--- src/rtl/lpf_coeff_ctrl.sv ---
// Coefficient load/commit controller for the tapped-delay-line low-pass filter.
// Build option LPF_COEFF_PASSTHRU_EN: reset active bank is a unit impulse instead of zeros.
module lpf_coeff_ctrl #(
  parameter int unsigned TAP_NUM         = 16,
  parameter int unsigned COEFFICIENT_LEN = 16
) (
  input  logic                                 clk,
  input  logic                                 rst,
  input  logic                                 cfg_start_i,
  input  logic                                 cfg_valid_i,
  output logic                                 cfg_ready_o,
  input  logic signed [COEFFICIENT_LEN-1:0]    cfg_data_i,
  input  logic                                 sample_valid_i,
  output logic [TAP_NUM*COEFFICIENT_LEN-1:0]   coeff_o,
  output logic                                 busy_o,
  output logic                                 swap_done_o,
  output logic                                 err_o
);

  localparam int unsigned BANK_W = TAP_NUM * COEFFICIENT_LEN;
  localparam int unsigned CNT_W  = (TAP_NUM > 1) ? $clog2(TAP_NUM) : 1;
  localparam logic [CNT_W-1:0] CNT_LAST = CNT_W'(TAP_NUM - 1);
  localparam logic [CNT_W-1:0] CNT_ONE  = CNT_W'(1);

`ifdef LPF_COEFF_PASSTHRU_EN
  localparam logic [BANK_W-1:0] RESET_BANK =
    {{(BANK_W-COEFFICIENT_LEN){1'b0}}, 1'b0, {(COEFFICIENT_LEN-1){1'b1}}};
`else
  localparam logic [BANK_W-1:0] RESET_BANK = {BANK_W{1'b0}};
`endif

  typedef enum logic [1:0] {
    ST_IDLE = 2'd0,
    ST_LOAD = 2'd1,
    ST_PEND = 2'd2
  } state_t;

  state_t              state_q, state_d;
  logic [CNT_W-1:0]    cnt_q, cnt_d;
  logic [BANK_W-1:0]   shadow_q, shadow_d;
  logic [BANK_W-1:0]   active_q, active_d;
  logic                err_q, err_d;
  logic                swap_q, swap_d;
  logic                ready_q, ready_d;
  logic                busy_q, busy_d;

  // Next-state, bank update and status decode; a start pulse always wins over beats and strobes.
  always_comb begin
    state_d  = state_q;
    cnt_d    = cnt_q;
    shadow_d = shadow_q;
    active_d = active_q;
    err_d    = err_q;
    swap_d   = 1'b0;

    case (state_q)
      ST_IDLE: begin
        if (cfg_start_i) begin
          state_d = ST_LOAD;
          cnt_d   = {CNT_W{1'b0}};
        end else begin
          state_d = ST_IDLE;
        end
      end

      ST_LOAD: begin
        if (cfg_start_i) begin
          cnt_d = {CNT_W{1'b0}};
          err_d = 1'b1;
        end else if (cfg_valid_i) begin
          for (int k = 0; k < TAP_NUM; k++) begin
            shadow_d[k*COEFFICIENT_LEN +: COEFFICIENT_LEN] =
              (cnt_q == CNT_W'(k)) ? cfg_data_i
                                   : shadow_q[k*COEFFICIENT_LEN +: COEFFICIENT_LEN];
          end
          if (cnt_q == CNT_LAST) begin
            state_d = ST_PEND;
          end else begin
            cnt_d = cnt_q + CNT_ONE;
          end
        end else begin
          state_d = ST_LOAD;
        end
      end

      ST_PEND: begin
        if (cfg_start_i) begin
          state_d = ST_LOAD;
          cnt_d   = {CNT_W{1'b0}};
          err_d   = 1'b1;
        end else if (sample_valid_i) begin
          active_d = shadow_q;
          swap_d   = 1'b1;
          state_d  = ST_IDLE;
        end else begin
          state_d = ST_PEND;
        end
      end

      default: begin
        state_d = ST_IDLE;
        cnt_d   = {CNT_W{1'b0}};
      end
    endcase

    ready_d = (state_d == ST_LOAD);
    busy_d  = (state_d != ST_IDLE);
  end

  // State, banks and registered status outputs.
  always_ff @(posedge clk) begin
    if (rst) begin
      state_q  <= ST_IDLE;
      cnt_q    <= {CNT_W{1'b0}};
      shadow_q <= {BANK_W{1'b0}};
      active_q <= RESET_BANK;
      err_q    <= 1'b0;
      swap_q   <= 1'b0;
      ready_q  <= 1'b0;
      busy_q   <= 1'b0;
    end else begin
      state_q  <= state_d;
      cnt_q    <= cnt_d;
      shadow_q <= shadow_d;
      active_q <= active_d;
      err_q    <= err_d;
      swap_q   <= swap_d;
      ready_q  <= ready_d;
      busy_q   <= busy_d;
    end
  end

  assign coeff_o     = active_q;
  assign cfg_ready_o = ready_q;
  assign busy_o      = busy_q;
  assign swap_done_o = swap_q;
  assign err_o       = err_q;

endmodule

--- config.mk ---
export PLATFORM = sky130hd
export DESIGN_NAME = lpf_coeff_ctrl
export DESIGN_NICKNAME = d
export VERILOG_FILES = /design/src/rtl/lpf_coeff_ctrl.sv
export SDC_FILE = /design/constraint.sdc
export NUM_CORES = 1
export LEC_CHECK = 0
export CORE_MARGIN = 4
export CORE_UTILIZATION = 45
export CTS_CLUSTER_DIAMETER = 60
export DETAILED_ROUTE_END_ITERATION = 10
export PLACE_DENSITY = 0.71
export SLEW_MARGIN = 20
export SYNTH_ARGS = -nofsm -noshare
export SYNTH_HDL_FRONTEND = slang
export SYNTH_SLANG_ARGS = --single-unit
--- constraint.sdc ---
create_clock -name clk -period 1.8 [get_ports clk]
set_clock_uncertainty 0.05 [all_clocks]
set_input_delay 0.36 -clock clk [delete_from_list [all_inputs] [get_ports clk]]
set_output_delay 0.36 -clock clk [all_outputs]
set_load 0.02 [all_outputs]
Word-level counts from Yosys, hierarchy flattened
Cells that the tools add are included.
Word-level totals
  register bits after elaboration: 522
  output and inout bits: 260
  word-level logic and storage cells: 85
  bits of input ports: 21
Operators by class
  multiplexer cells: 13
  reductions and logical operators: 25
  bitwise gates (word level): 2
  $add $sub $neg: 1
  equality and inequality tests: 21
Operators with widths (count)
  AND reduction 4 bit: 16
  == test 4 bit, second input constant: 8
  == test 4 x 3 -> 1 bit, second input constant: 4
  2-to-1 mux 4 bit: 4
  2-to-1 mux 2 bit: 5
  == test 4 x 2 -> 1 bit, second input constant: 2
  one-hot mux 4 bit (2 select lines): 1
  inequality test 3 bit, second input constant: 2
  one-hot mux 2 bit (3 select lines): 1
  AND reduction 3 bit: 2
  adder 4 x 1 -> 4 bit, second input constant: 1
  == test 2 x 1 -> 1 bit, second input constant: 2
  == test 4 x 1 -> 1 bit, second input constant: 1
  zero test 4 bit: 1
  OR reduction 2 bit: 2
  OR reduction 3 bit: 1
  == test 2 bit, second input constant: 1
  zero test 2 bit: 1
  2-to-1 mux 1 bit: 2
  inequality test 2 x 1 -> 1 bit, second input constant: 1
  NOT 1 bit: 2
  AND reduction 2 bit: 1
  nonzero test 2 bit: 1

Logic depth before layout (Yosys ltp)
Gate-level depths: netlist of the first run.
  depth after elaboration: 6
  mapped depth: 9
  gate-level depth less buffers: 6

Least setup slack after synthesis of the first run
Ideal clock, no wire load.
  path kind: register to register
  from: register state_q[0]
  to: register shadow_q[37]
  arrival: 1704 ps
  cell stages (with the launch flop): 9
  data required time: 1618 ps
  path slack: -86 ps
  library setup time: 132 ps
  clock period less this slack: 1886 ps
  path buffers: 3
  cell sequence: dfxtp_1 ha_1 buf_4 nand4b_4 or3_1 clkbuf_1 buf_2 nand2_1 a21oi_1
Between the ends
  cells in the longest elaborated chain, start to end: 2
Ends and longest elaborated chain
  start, declared: RTL line 38  | state_t state_q, state_d;
  start signal, assigned: RTL line 122  | state_q <= state_d;
  == test 2 x 1 -> 1 bit: RTL line 56  | case (state_q)
  AND reduction 4 bit (no source line)
  end signal, assigned: RTL line 115  | shadow_q <= {BANK_W{1'b0}};
  end signal, assigned: RTL line 124  | shadow_q <= shadow_d;
  end, declared: RTL line 40  | logic [BANK_W-1:0] shadow_q, shadow_d;
No other way between the ends.
A chain may end at the register's enable or synchronous reset.

Final worst setup path of the first run
  from: register active_q[15], in the netlist coeff_o[15]
  to: output port coeff_o[15]
RTL lines
  start, declared: RTL line 41  | logic [BANK_W-1:0] active_q, active_d;
  start signal, assigned: RTL line 125  | active_q <= active_d;
  end, declared: RTL line 14  | output logic [TAP_NUM*COEFFICIENT_LEN-1:0] coeff_o,
No word-level cell between the ends.

==> results.ini, run 1 <==
[synth]
synth_compound_area_share_pct = 14.4
synth_top_cells_by_area = dfxtp_1, nand2_1, a21oi_1
async_flop_share_pct = 0
syn_inst = 2350
syn_area_per_cell_sq_um = 7.82
ys_ff_latch = 522
synth_edf_count = 0
synth-adder-area-share_pct = 0.545
synth_top_flop_cell = dfxtp_1
yosysTopAreaCell = dfxtp_1
yosys.area.top_type_share_pct = 56.9
ys_types = 31
synthSimpleGateAreaFrac_pct = 23.5
ys_warn_count = 0
syn-num-nets = 2379
synthXorXnorAreaFrac_pct = 0
ys_seq_area_share_pct = 56.9
netlist_area_sq_mm = 0.0184
synth_top_family_by_area = simple AND/OR/NAND/NOR gates
synthMuxAreaShare_pct = 0

[clock_tree]
clk_pin_slew_ps = 60
cts_tree = done
clk_latency_ps = 590
cts_buffers = 53
clock-sinks = 522
cts-root-buf = clkbuf_16
cts.path.max_buffers = 3
h-tree-depth = 2

[setup_path]
critPathKind = flip-flop to output port
cp_num_buf_inv = 1
critPathRequiredTime_ps = 1390
cp-end-kind = output port
startpoint_type = flip-flop
r2r_setup_slack_ps = 70
worstPathCellList = dlygate4sd2_1
worstPathArrival_ps = 1340
critPathTopFamily = flip-flops
critPathMaxStageDelay_ps = 390
slowest_stage = dfxtp_1
worstPathMaxFanout = 2

[sta]
setup_viol = 0
hold_violations = 0
drv_slew = 0
slew_headroom_pct = 61.8
min_period_ps = 1750
finalSetupTns_ps = 0
fmax_mhz = 572
tightest_slew_ps = 573
period_share_pct = 97.2

[route]
routedWlPerCell_um = 17.4
postRouteAntennaNets = 0
drcViolationCount = 0
first_pass_iters = 5
viasPerCell = 5.19
routed-via-count = 16475
drt-total-wl_um = 55300
drt_iter0_markers = 1168

[power_and_ir_drop]
power_density_mw_per_mm2 = 957
p_leak_nw = 9.38
peakVddDrop_uv = 723

[grt]
grt_usage_pct = 24.0
grt_pass1_wl_um = 85700
grt_pass1_vias = 15557
grt_overflow = 0
grt_antenna_before_repair = 0
grt_max_degree = 71

[placement]
placed_cells = 3079
io_buffers = 280
place_congestion = 0.837
dp_hpwl_um = 35200

[final_layout]
diodes = 0
drive_gt1_share_pct = 9.09
post-route-util_pct = 60.6
fin_cells = 3177
final_nets = 2638
area_growth_pct = 31.9

[run_status]
status = completed

[floorplanning]
design.core.area_sq_mm = 0.0400
pin_count = 281
fp.dieH_um = 210
die_area_sq_mm = 0.0441
start_util_pct = 45.9
rows = 73
fp.dieW_um = 210

[worst_hold_path]
hp-class = input pin to flip-flop

[run]
maxCapViolCount = 0

==> registers in the layout, indices dropped and copies added (netlist names) <==
signal	count
coeff_o	256
swap_done_o	1
err_o	1
state_q	2
busy_o	1
shadow_q	256
cnt_q	4
cfg_ready_o	1
==> stage by stage <==
step	total power [W]	cell area [sq um]	setup WS, ps	hold slack [ps]
after floorplan	0.0121	18400	14.5	382
after global placement	0.0125	22800	-369	386
after detailed placement	0.0125	22800	-419	391
after CTS	0.0233	24200	0.467	136
after global routing	0.0238	24200	-3.44	156
final	0.0232	24200	51.2	150
==> cell type report <==
class,count,area (sq um)
clock buffer,76,1550
clock inverter,22,195
fill,3603,15800
inverter,7,26.3
multi-input combinational,1625,7130
sequential,522,10500
tap,525,657
timing repair buffer,400,4220
==> worst register-to-register path, delay by kind of cell (launching register included) <==
family                     cells  cell delay, ps
and+or+nand+nor                3             660
DFF                            1             340
buffers and inverters          2             320
adders and majority gates      1             200
AOI/OAI and AO/OA              1              60
==> cell usage in the layout (no fill, tap or decap), types with 2 or more instances in the layout <==
cell type        netlist  final
buf_6                  0      2
or3_1                  2      2
nand2_1             1034   1034
nor2_2                12     12
dfxtp_1              522    518
or2_1                  5      2
clkbuf_8               0      9
ha_1                   8      6
bufinv_16              0      2
clkbuf_16              0     55
dfxtp_2                0      4
nand3_1                5      4
clkdlybuf4s15_1        0      4
nand4b_4               4      4
nor2_1                 6      6
buf_12                 0     66
nor3_4                 1      2
nor3_2                 3      2
clkdlybuf4s50_1        0     19
clkbuf_1             120     12
dlygate4sd2_1          0    255
or2_4                  0      3
buf_4                  4     52
nor2b_1                4      4
a21oi_1              516    516
inv_6                  0      3
clkinv_2               0     13
inv_1                  7      6
nand2b_1              11     11
o21ai_0                3      3
==> report_power, final <==
group	internal, W	switching, W	leakage, nW
Clock	0.00629	0.00462	0.867
Sequential	0.0116	0.0000105	4.20
Combinational	0.000227	0.000478	4.31
Total	0.0181	0.00511	9.38
==> layer usage <==
layer / up-vias / GRT usage [%] / share of wire, %
li1: 8044 / - / -
met1: 7752 / 31.4 / 42
met2: 565 / 40.7 / 49
met3: 114 / 3.87 / 6.3
met4: 0 / 8.26 / 3.0
met5: - / 0 / 0
==> path summary, 6_finish.rpt <==
check	cells after the start	end	from
setup / recovery	1	coeff_o[15]	coeff_o[15]
hold / removal	2	swap_done_o	rst
setup reg to reg	7	shadow_q[36]	cnt_q[0]
hold reg to reg	2	coeff_o[65]	shadow_q[65]
==> cells in the mapped netlist (4+ instances only) <==
cell,instances
nand2_1,1034
dfxtp_1,522
a21oi_1,516
clkbuf_1,120
buf_2,59
buf_1,13
nor2_2,12
nand2b_1,11
ha_1,8
inv_1,7
nor2_1,6
nand3_1,5
or2_1,5
buf_4,4
nand4b_4,4
nor2b_1,4
==> what timing repair did <==
item / in CTS / in global routing
hold buffers: 0 / 0
gates resized for setup: 269 / 13
buffers inserted: 0 / 1
pin swaps: 1 / 4
setup endpoints to repair: 483 / 152
==> cells by family (layout without fill, tap and decap cells) <==
logic type	Yosys count	count (layout)
AO/OA/AOI/OAI	525	525
adder cells (fa/ha/maj)	8	8
buffers and inverters	203	505
flip-flops	522	522
AND/OR/NAND/NOR	1092	1092
(Power assumes the default switching activity.)
==> run 2: changes to the inputs <==
Settings changed: RECOVER_POWER set to 100.
==> results.ini, run 2 (synthesized netlist as in run 1, its figures left out) <==
[run_status]
status = completed

[final_layout]
drive_gt1_share_pct = 8.97  ; -0.11 points
final_common_cell = nand2_1
post-route-util_pct = 60.4  ; -0.14 points
final_nets = 2638  ; unchanged
area_growth_pct = 31.5
diodes = 0  ; unchanged
mostFrequentLayoutCells = nand2_1, dfxtp_1, a21oi_1
finish.instance_area_sq_mm = 0.0242  ; -0.23%

[route]
drt_iter0_markers = 1182  ; +1.2%
drt-total-wl_um = 55300  ; about the same
first_pass_iters = 6  ; +1
viasPerCell = 5.16  ; -0.42%
routed-via-count = 16406  ; -0.42%
drcViolationCount = 0  ; unchanged
routedWlPerCell_um = 17.4  ; about the same
postRouteAntennaNets = 0  ; unchanged

[clock_tree]
h-tree-depth = 2  ; unchanged
clk_latency_ps = 590  ; about the same
cts_tree = done
cts.path.max_buffers = 3  ; unchanged
clk_pin_slew_ps = 60  ; about the same
cts_buffers = 53  ; unchanged
clock-sinks = 522  ; unchanged
cts-root-buf = clkbuf_16

[grt]
grt_pass1_vias = 15557  ; unchanged
grt_max_degree = 71  ; unchanged
grt_antenna_before_repair = 0  ; unchanged
grt_usage_pct = 24.0  ; unchanged
grt_pass1_wl_um = 85700  ; unchanged
grt_overflow = 0  ; unchanged

[run]
maxCapViolCount = 0  ; unchanged

[sta]
slew_headroom_pct = 61.1  ; -0.68 points
period_share_pct = 97.1  ; about the same
fmax_mhz = 572  ; about the same
drv_slew = 0  ; unchanged
min_period_ps = 1750  ; -1.26 ps
setup_viol = 0  ; unchanged
worst_slack_ps = 52.5  ; +1.26 ps
holdWs_ps = 146  ; -3.71 ps
hold_violations = 0  ; unchanged
finalSetupTns_ps = 0  ; unchanged
tightest_slew_ps = 583  ; +10.3 ps

[setup_path]
critPathMaxStageDelay_ps = 390  ; about the same
worstPathCellList = dlygate4sd2_1
slowest_stage = dfxtp_1
startpoint_type = flip-flop
cp_num_buf_inv = 1  ; unchanged
worstPathArrival_ps = 1340  ; about the same
critPathTopFamily = flip-flops
worstPathMaxFanout = 2  ; unchanged
critPathKind = flip-flop to output port
critPathRequiredTime_ps = 1390  ; about the same
cp-end-kind = output port

[placement]
io_buffers = 280  ; unchanged
place_congestion = 0.837  ; unchanged
dp_hpwl_um = 35200  ; unchanged
dp_slack_ps = -419  ; unchanged
dpl_cell_area_sq_mm = 0.0228  ; unchanged

[power_and_ir_drop]
power_density_mw_per_mm2 = 960  ; +0.24%
p_leak_nw = 9.36  ; -0.26%
peakVddDrop_uv = 725  ; +0.33%

[floorplanning]
fp.dieH_um = 210  ; unchanged
fp.dieW_um = 210  ; unchanged
start_util_pct = 45.9  ; unchanged
design.core.area_sq_mm = 0.0400  ; unchanged
rows = 73  ; unchanged
die_area_sq_mm = 0.0441  ; unchanged
pin_count = 281  ; unchanged

[worst_hold_path]
hp-class = input pin to flip-flop

run 2: cell types whose count changed in the layout (fill, tap and decap cells not counted), sizes merged:
cell,before,now
buf,121,114
clkbuf,77,84
run 2: repair_timing:
action                                  CTS  global route
hold buffers                              0             0
gates resized for setup                 269            13
pin swaps                                 1             4
setup buffers                             0             1
endpoints found under the setup margin  483           152
run 2: report_power, final:
part,leakage (nW),internal (W),switching (W)
logic,4.29,0.000227,0.000478
registers,4.20,0.0116,0.0000105
clock network,0.867,0.00629,0.00462
total,9.36,0.0181,0.00511
run 2: final cells by class:
class,count,area [sq um]
Fill cell,3613,15800
Sequential cell,522,10500
Multi-Input combinational cell,1625,7130
Timing Repair Buffer,400,4160
Clock buffer,76,1550
Tap cell,525,657
Clock inverter,22,195
Inverter,7,26.3
run 2: stage by stage:
step                std cells  power (W)
floorplan                2350     0.0121
global placement         3079     0.0125
detailed placement       3079     0.0125
CTS                      3177     0.0233
global route             3177     0.0238
finish                   3177     0.0232
run 2: path summary, 6_finish.rpt:
kind	cells past startpoint	to	slack (ps)	from
hold reg to reg	2	coeff_o[65]	400	shadow_q[65]
hold / removal	2	swap_done_o	150	rst
setup reg to reg	7	shadow_q[36]	80	cnt_q[0]
setup / recovery	1	coeff_o[1]	50	coeff_o[1]
run 2: metal layers:
metal,wire (um),track usage [%]
met1,23200,31.4
met2,27100,40.7
met3,3390,3.87
met4,1650,8.26
met5,0,0
==> run 3: changes to the inputs <==
Settings changed: CAP_MARGIN set to 20.
==> results of run 3 <==
No change in the layout: final DEF, timing and power equal those of run 2.
